===== src/rtl/mem_arbiter.sv =====
// Two-port (instruction fetch / data) arbiter onto a single memory port.
// Data has priority, bounded by a starvation counter; stalled transfers abort after TIMEOUT cycles.
module mem_arbiter #(
  parameter int ADDR_W     = 32,
  parameter int DATA_W     = 32,
  parameter int STARVE_MAX = 4,
  parameter int TIMEOUT    = 255
) (
  input  logic                clk,
  input  logic                rst,
  input  logic                i_req,
  input  logic [ADDR_W-1:0]   i_addr,
  output logic [DATA_W-1:0]   i_rdata,
  output logic                i_ack,
  input  logic                d_req,
  input  logic                d_we,
  input  logic [ADDR_W-1:0]   d_addr,
  input  logic [DATA_W-1:0]   d_wdata,
  input  logic [DATA_W/8-1:0] d_wstrb,
  output logic [DATA_W-1:0]   d_rdata,
  output logic                d_ack,
  output logic                mem_req,
  output logic                mem_we,
  output logic [ADDR_W-1:0]   mem_addr,
  output logic [DATA_W-1:0]   mem_wdata,
  output logic [DATA_W/8-1:0] mem_wstrb,
  input  logic [DATA_W-1:0]   mem_rdata,
  input  logic                mem_ready,
  output logic                err,
  output logic                busy
);

  localparam int STRB_W = DATA_W / 8;
  localparam int SW     = (STARVE_MAX < 1) ? 1 : $clog2(STARVE_MAX + 1);
  localparam int TW     = (TIMEOUT < 2) ? 1 : $clog2(TIMEOUT);
  localparam logic [SW-1:0] STARVE_TOP = SW'(STARVE_MAX);
  localparam logic [TW-1:0] TMO_LAST   = TW'(TIMEOUT - 1);

  typedef enum logic [1:0] {IDLE, XFER, ACK} state_t;

  state_t              state_reg, state_next;
  logic                grant_i_reg, grant_i_next;
  logic                we_reg, we_next;
  logic [ADDR_W-1:0]   addr_reg, addr_next;
  logic [DATA_W-1:0]   wdata_reg, wdata_next;
  logic [STRB_W-1:0]   wstrb_reg, wstrb_next;
  logic [SW-1:0]       starve_reg, starve_next;
  logic [TW-1:0]       tmo_reg, tmo_next;
  logic                mem_req_reg, mem_req_next;
  logic                i_ack_reg, i_ack_next;
  logic                d_ack_reg, d_ack_next;
  logic [DATA_W-1:0]   i_rdata_reg, i_rdata_next;
  logic [DATA_W-1:0]   d_rdata_reg, d_rdata_next;
  logic                err_reg, err_next;
  logic                busy_reg, busy_next;
  logic [DATA_W-1:0]   rdata_sel;

  always_ff @(posedge clk or negedge rst) begin
    if (!rst) begin
      state_reg   <= IDLE;
      grant_i_reg <= 1'b0;
      we_reg      <= 1'b0;
      addr_reg    <= '0;
      wdata_reg   <= '0;
      wstrb_reg   <= '0;
      starve_reg  <= '0;
      tmo_reg     <= '0;
      mem_req_reg <= 1'b0;
      i_ack_reg   <= 1'b0;
      d_ack_reg   <= 1'b0;
      i_rdata_reg <= '0;
      d_rdata_reg <= '0;
      err_reg     <= 1'b0;
      busy_reg    <= 1'b0;
    end else begin
      state_reg   <= state_next;
      grant_i_reg <= grant_i_next;
      we_reg      <= we_next;
      addr_reg    <= addr_next;
      wdata_reg   <= wdata_next;
      wstrb_reg   <= wstrb_next;
      starve_reg  <= starve_next;
      tmo_reg     <= tmo_next;
      mem_req_reg <= mem_req_next;
      i_ack_reg   <= i_ack_next;
      d_ack_reg   <= d_ack_next;
      i_rdata_reg <= i_rdata_next;
      d_rdata_reg <= d_rdata_next;
      err_reg     <= err_next;
      busy_reg    <= busy_next;
    end
  end

  always_comb begin
    state_next   = state_reg;
    grant_i_next = grant_i_reg;
    we_next      = we_reg;
    addr_next    = addr_reg;
    wdata_next   = wdata_reg;
    wstrb_next   = wstrb_reg;
    starve_next  = starve_reg;
    tmo_next     = tmo_reg;
    mem_req_next = 1'b0;
    i_ack_next   = 1'b0;
    d_ack_next   = 1'b0;
    i_rdata_next = '0;
    d_rdata_next = '0;
    err_next     = 1'b0;
    // Stores return zero to the requester regardless of what the memory drives.
    rdata_sel    = we_reg ? '0 : mem_rdata;

    case (state_reg)
      IDLE: begin
        if (i_req || d_req) begin
          state_next   = XFER;
          mem_req_next = 1'b1;
          tmo_next     = '0;
          if (i_req && (!d_req || starve_reg == STARVE_TOP)) begin
            grant_i_next = 1'b1;
            we_next      = 1'b0;
            addr_next    = i_addr;
            wdata_next   = '0;
            wstrb_next   = '0;
            starve_next  = '0;
          end else begin
            grant_i_next = 1'b0;
            we_next      = d_we;
            addr_next    = d_addr;
            wdata_next   = d_wdata;
            wstrb_next   = d_wstrb;
            if (!i_req)
              starve_next = '0;
            else if (starve_reg != STARVE_TOP)
              starve_next = starve_reg + 1'b1;
          end
        end
      end
      XFER: begin
        if (mem_ready) begin
          state_next   = ACK;
          tmo_next     = '0;
          i_ack_next   = grant_i_reg;
          d_ack_next   = !grant_i_reg;
          i_rdata_next = grant_i_reg ? rdata_sel : '0;
          d_rdata_next = grant_i_reg ? '0 : rdata_sel;
        end else if (tmo_reg == TMO_LAST) begin
          // Abort: ack the requester with err and zero data.
          state_next = ACK;
          tmo_next   = '0;
          i_ack_next = grant_i_reg;
          d_ack_next = !grant_i_reg;
          err_next   = 1'b1;
        end else begin
          tmo_next     = tmo_reg + 1'b1;
          mem_req_next = 1'b1;
        end
      end
      ACK:     state_next = IDLE;
      default: state_next = IDLE;
    endcase

    busy_next = (state_next != IDLE);
  end

  assign mem_req   = mem_req_reg;
  assign mem_we    = we_reg;
  assign mem_addr  = addr_reg;
  assign mem_wdata = wdata_reg;
  assign mem_wstrb = wstrb_reg;
  assign i_ack     = i_ack_reg;
  assign d_ack     = d_ack_reg;
  assign i_rdata   = i_rdata_reg;
  assign d_rdata   = d_rdata_reg;
  assign err       = err_reg;
  assign busy      = busy_reg;

endmodule


===== config.mk =====
export PLATFORM = sky130hd
export DESIGN_NAME = mem_arbiter
export DESIGN_NICKNAME = d
export VERILOG_FILES = /design/src/rtl/mem_arbiter.sv
export SDC_FILE = /design/constraint.sdc
export NUM_CORES = 1
export LEC_CHECK = 0
export BUFFER_PORTS_ARGS = -buffer_cell sky130_fd_sc_hd__buf_2
export CORE_MARGIN = 5
export CORE_UTILIZATION = 40
export CTS_BUF_LIST = sky130_fd_sc_hd__clkbuf_16
export DETAILED_ROUTE_END_ITERATION = 12
export HOLD_SLACK_MARGIN = 0.06
export PLACE_DENSITY = 0.71
export SYNTH_ARGS = -nofsm -noshare
export SYNTH_HDL_FRONTEND = slang
export SYNTH_SLANG_ARGS = --single-unit

===== constraint.sdc =====
create_clock -name clk -period 2.2 [get_ports clk]
set_input_delay 0.11 -clock clk [delete_from_list [all_inputs] [get_ports clk]]
set_output_delay 0.11 -clock clk [all_outputs]
set_load 0.01 [all_outputs]

# Word level (Yosys, flattened, before mapping)
# Cells that the tools add are included.
[totals]
regBits = 152
inputBits = 138
out_inout_bits = 138
wordCells = 70
[op_classes]
n_addsub = 2
eq_ne = 6
mux = 36
n_reduce_logical = 11
[ops]
columns = ["cell", "count"]
rows = [
  ["32-bit 2-to-1 mux", 9],
  ["8-bit 2-to-1 mux", 3],
  ["8-bit case mux with 2 select lines", 1],
  ["1-bit 2-to-1 mux", 14],
  ["3-bit 2-to-1 mux", 3],
  ["8-bit by 1-bit adder with 8-bit output, second input constant", 1],
  ["8-bit equality test, second input constant", 1],
  ["2-bit 2-to-1 mux", 3],
  ["4-bit 2-to-1 mux", 1],
  ["2-bit case mux with 2 select lines", 1],
  ["2-bit AND reduction", 2],
  ["2-bit nonzero test", 2],
  ["3-bit by 1-bit adder with 3-bit output, second input constant", 1],
  ["3-bit equality test, second input constant", 1],
  ["3-bit by 1-bit inequality test with 1-bit output, second input constant", 1],
  ["3-bit inequality test, second input constant", 1],
  ["3-bit AND reduction", 1],
  ["2-bit by 1-bit equality test with 1-bit output, second input constant", 1],
  ["1-bit zero test", 2],
  ["2-bit zero test", 1],
  ["1-bit logical OR", 2],
  ["2-bit inequality test, second input constant", 1],
  ["1-bit case mux with 2 select lines", 1],
  ["1-bit logical AND", 1],
]

# Longest topological paths before layout
[depth]
depth_word = 5
depth_mapped = 8
ltp_nobuf = 6

# Worst setup path before layout
# No wires, ideal clock.
[synth_path]
kind = "flip-flop to flip-flop"
start = "register starve_reg[0]"
end = "register addr_reg[18], in the netlist mem_addr[18]"
setup_time_ps = 134
t_arrival_ps = 1471
required_time_ps = 2066
setup_slack_ps = 595
stages_incl_launch_ff = 9
n_path_buf = 2
period_less_slack_ps = 1605
path_cell_list = "dfrtp_1 -> inv_1 -> ha_1 -> nand2_1 -> a21bo_2 -> clkbuf_1 -> buf_2 -> mux2i_1 -> o21ai_0"
[synth_between]
elab_chain_len = 4
[synth_rtl]
columns = ["element", "line_no", "source"]
rows = [
  ["start: declaration", "47", "logic [SW-1:0] starve_reg, starve_next;"],
  ["start signal: assignment", "82", "starve_reg <= starve_next;"],
  ["3-bit equality test", "118", "if (i_req && (!d_req || starve_reg == STARVE_TOP)) begin"],
  ["1-bit logical OR", "118", ""],
  ["1-bit logical AND", "118", ""],
  ["32-bit 2-to-1 mux", "118", ""],
  ["end signal: assignment", "79", "addr_reg <= addr_next;"],
  ["end: declaration", "44", "logic [ADDR_W-1:0] addr_reg, addr_next;"],
]
# Every way passes these cells.
# A chain may end at the register's enable or synchronous reset.

# Worst setup path in the final report
# Same ends and word-level chain as after synthesis.

==> impl_metrics.yaml <==
die:
  die_width_um: 131
  ios: 276
  rows: 44
  core_area_um2: 14400
  die_area_um2: 17200
  die_y_um: 131
  start_util_pct: 40.6
synthesis:
  synth_top_cell_by_area: "dfrtp_1"
  ys_types: 30
  avgSynthCellArea_um2: 11.0
  netlist_instances: 531
  netlist_area_um2: 5860
  synth_nets: 673
  synth.area.top_cells: "dfrtp_1 65%, nand2_1 7.6%, and2_1 6.9%"
  ys_seq_elements: 152
  yosysWarningCount: 0
  synth_top_area_share_pct: 64.9
  ys_seq_area_share_pct: 64.9
pwr:
  power_density_nw_per_um2: 1070
  p_leak_nw: 5.23
  irDropWorstVdd_mv: 0.940
  p_total_mw: 10.1
job:
  cap_violations: 0
setup_path:
  required_ns: 2.46
  cp_max_fo: 15
  r2r_cells: 8
  worstSetupPathType: "reg -> reg"
  endpoint_kind: "register"
  critPathSlowestCell: "dlygate4sd3_1"
  cp.depth: 8
  crit_chain: "inv_1, ha_1, nand2_1, a21bo_4, buf_12, mux2i_2, dlygate4sd3_1, o21ai_0"
  start_kind: "register"
  timing.critical_path.buf_inv: 3
  cp-startpoint: "starve_reg[0]$_DFFE_PN0P_"
  reg2reg_from: "starve_reg[0]$_DFFE_PN0P_"
  cpLargestDelayFamily: "buffers and inverters"
  r2r_slack_ns: 0.15
  slowest_delay_ns: 0.58
  setup.worst_path.end: "mem_addr[18]$_DFFE_PN0P_"
  rr_endpoint: "mem_addr[18]$_DFFE_PN0P_"
  critical_path_arrival_ns: 2.31
timing:
  rsz0062_at_grt: "false"
  tightestPinTransition_ns: 0.745
  slew_headroom_pct: 50.3
  tns_ns: 0
  setup-violations-final: 0
  final-hold-violation-count: 0
  fin_ws_ns: 0.154
  min_period_over_period_pct: 93.0
  fin_skew_ns: 0.00963
  finalMaxSlewViolations: 0
  fin_crit_ns: 2.05
  timing.hold.ws_ns: 0.126
  max_freq_ghz: 0.489
final_layout:
  diodes: 0
  fillers: 1092
  area_growth_pct: 61.1
  final_layout_size_suffix_gt1_share_pct: 34.3
  fin_area_um2: 9440
  nNetsFinal: 1081
worst_hold_path:
  hp-class: "in -> reg"
clocking:
  clk_path_buf_depth: 2
  cts_buffers: 17
  cts_tree: "yes"
  htreeDepth: 4
  cts_root_buf: "clkbuf_16"
  clk_pin_slew_ns: 0.06
  worstSkewPairLatency_ns: 0.42
  clock-sinks: 152
global_route:
  grt_start_max_net_pins: 86
  grt_pass1_wl_um: 28300
  grt_pass1_vias: 5681
  grt.overflow.total: 0
  grt_use_total_pct: 21.2
  antenna_found_initial: 0
placed_design:
  place_congestion: 0.863
  io_buffers: 275
  dp_hpwl_um: 11400
  dp_slack_ns: 0.377
  place_area_um2: 7470
route:
  route.detailed.drc: 0
  antenna_left: 0
  drt_iter0_drc: 256
  firstDrtPassIters: 4
  wl_per_cell_um: 15.9
  routed_via_density: 4.64
  wirelength_um: 18100
  routed-via-count: 5268
run_status:
  status: "complete, no violations"
==> how the worst min path moves through the flow <==
| stage | slack (ns) | cells past startpoint | start | endpoint |
|---|---|---|---|---|
| 2_1_floorplan | -0.19 | 0 | rst | busy$_DFF_PN0_ |
| 3_3_place_gp | 0.12 | 1 | rst | mem_addr[6]$_DFFE_PN0P_ |
| 3_5_place_dp | 0.13 | 1 | rst | mem_addr[4]$_DFFE_PN0P_ |
| 4_1_cts | 0.12 | 3 | i_addr[10] | mem_addr[10]$_DFFE_PN0P_ |
| 5_1_grt | 0.12 | 3 | i_addr[10] | mem_addr[10]$_DFFE_PN0P_ |
| 6_report | 0.13 | 3 | i_addr[10] | mem_addr[10]$_DFFE_PN0P_ |
==> through the flow <==
step / utilization (%) / instances
after floorplan: - / 531
after global placement: 51.8 / 968
after detailed placement: 51.8 / 968
after CTS: 65.2 / 1133
after global routing: 65.4 / 1136
final: 65.4 / 1136
==> repair_timing <==
action	in CTS	in global routing
hold buffers	133	0
buffers inserted	0	3
endpoints found under the hold margin	190	0
setup endpoints to repair	0	14
gates resized for setup	0	1
==> tightest hold or removal path: stages <==
cell     delay, ns
buf_2         0.07
mux2i_1       0.09
o21ai_0       0.21
==> area by class of cell <==
| cell class | instances | area (µm²) | share of cell area, % |
|---|---|---|---|
| Multi-Input combinational cell | 342 | 1920 | 20.4 |
| Timing Repair Buffer | 421 | 2860 | 30.3 |
| Inverter | 5 | 18.8 | 0.199 |
| Clock inverter | 15 | 176 | 1.87 |
| Sequential cell | 152 | 3800 | 40.3 |
| Tap cell | 184 | 230 | 2.44 |
| Clock buffer | 17 | 425 | 4.51 |
==> cells in the final DEF, fill, tap and decap left out, types with 3 or more instances in the layout <==
cell type / instances
nand3_1: 45
inv_6: 3
clkinv_4: 3
a21oi_1: 8
inv_1: 6
buf_4: 9
bufinv_16: 3
dfrtp_1: 152
dlygate4sd3_1: 133
buf_12: 4
ha_1: 4
clkinv_2: 3
clkbuf_16: 17
and2_1: 65
nand2_1: 119
o21ai_0: 41
nor2b_1: 4
buf_2: 274
mux2i_1: 32
==> power by group <==
group | switching [mW] | internal [mW]
clock network | 1.17 | 1.79
registers | 0.435 | 3.59
logic | 1.80 | 1.28
==> cells by family (layout without fill, tap and decap cells) <==
| group | count (synthesis) | count (layout) | synth area share, % |
|---|---|---|---|
| and+or+nand+nor | 248 | 248 | 20.6 |
| DFF | 152 | 152 | 64.9 |
| AOI/OAI and AO/OA | 56 | 56 | 5.30 |
| buffers and inverters | 37 | 458 | 2.52 |
| muxes | 33 | 33 | 5.64 |
| adders and majority gates | 4 | 4 | 0.855 |
| xor gates and xnor gates | 1 | 1 | 0.150 |
==> routing by layer <==
| metal | GRT usage [%] | routed length [µm] | share of wire [%] |
|---|---|---|---|
| met5 | 0 | 0 | 0 |
| met4 | 8.53 | 543 | 3.0 |
| met3 | 6.26 | 1080 | 6.0 |
| met2 | 37.8 | 9920 | 55 |
| met1 | 23.6 | 6520 | 36 |
==> synthesized netlist by cell type (all sizes together) <==
library cell    n
buf             7
dfrtp         152
a21bo           1
nor2b           4
or3b            1
a21oi           8
and4            1
and2           65
nor3            3
a21o            2
nor2            2
and4b           1
or2             1
o211a           1
nor4            1
and4bb          1
or3             2
inv             5
clkbuf         25
xor2            1
mux2i          33
o21a            1
nand3          45
nand2         119
ha              4
a31oi           1
o21ai          41
a211o           1
and3            2
Power figures use the tool's default switching activity.
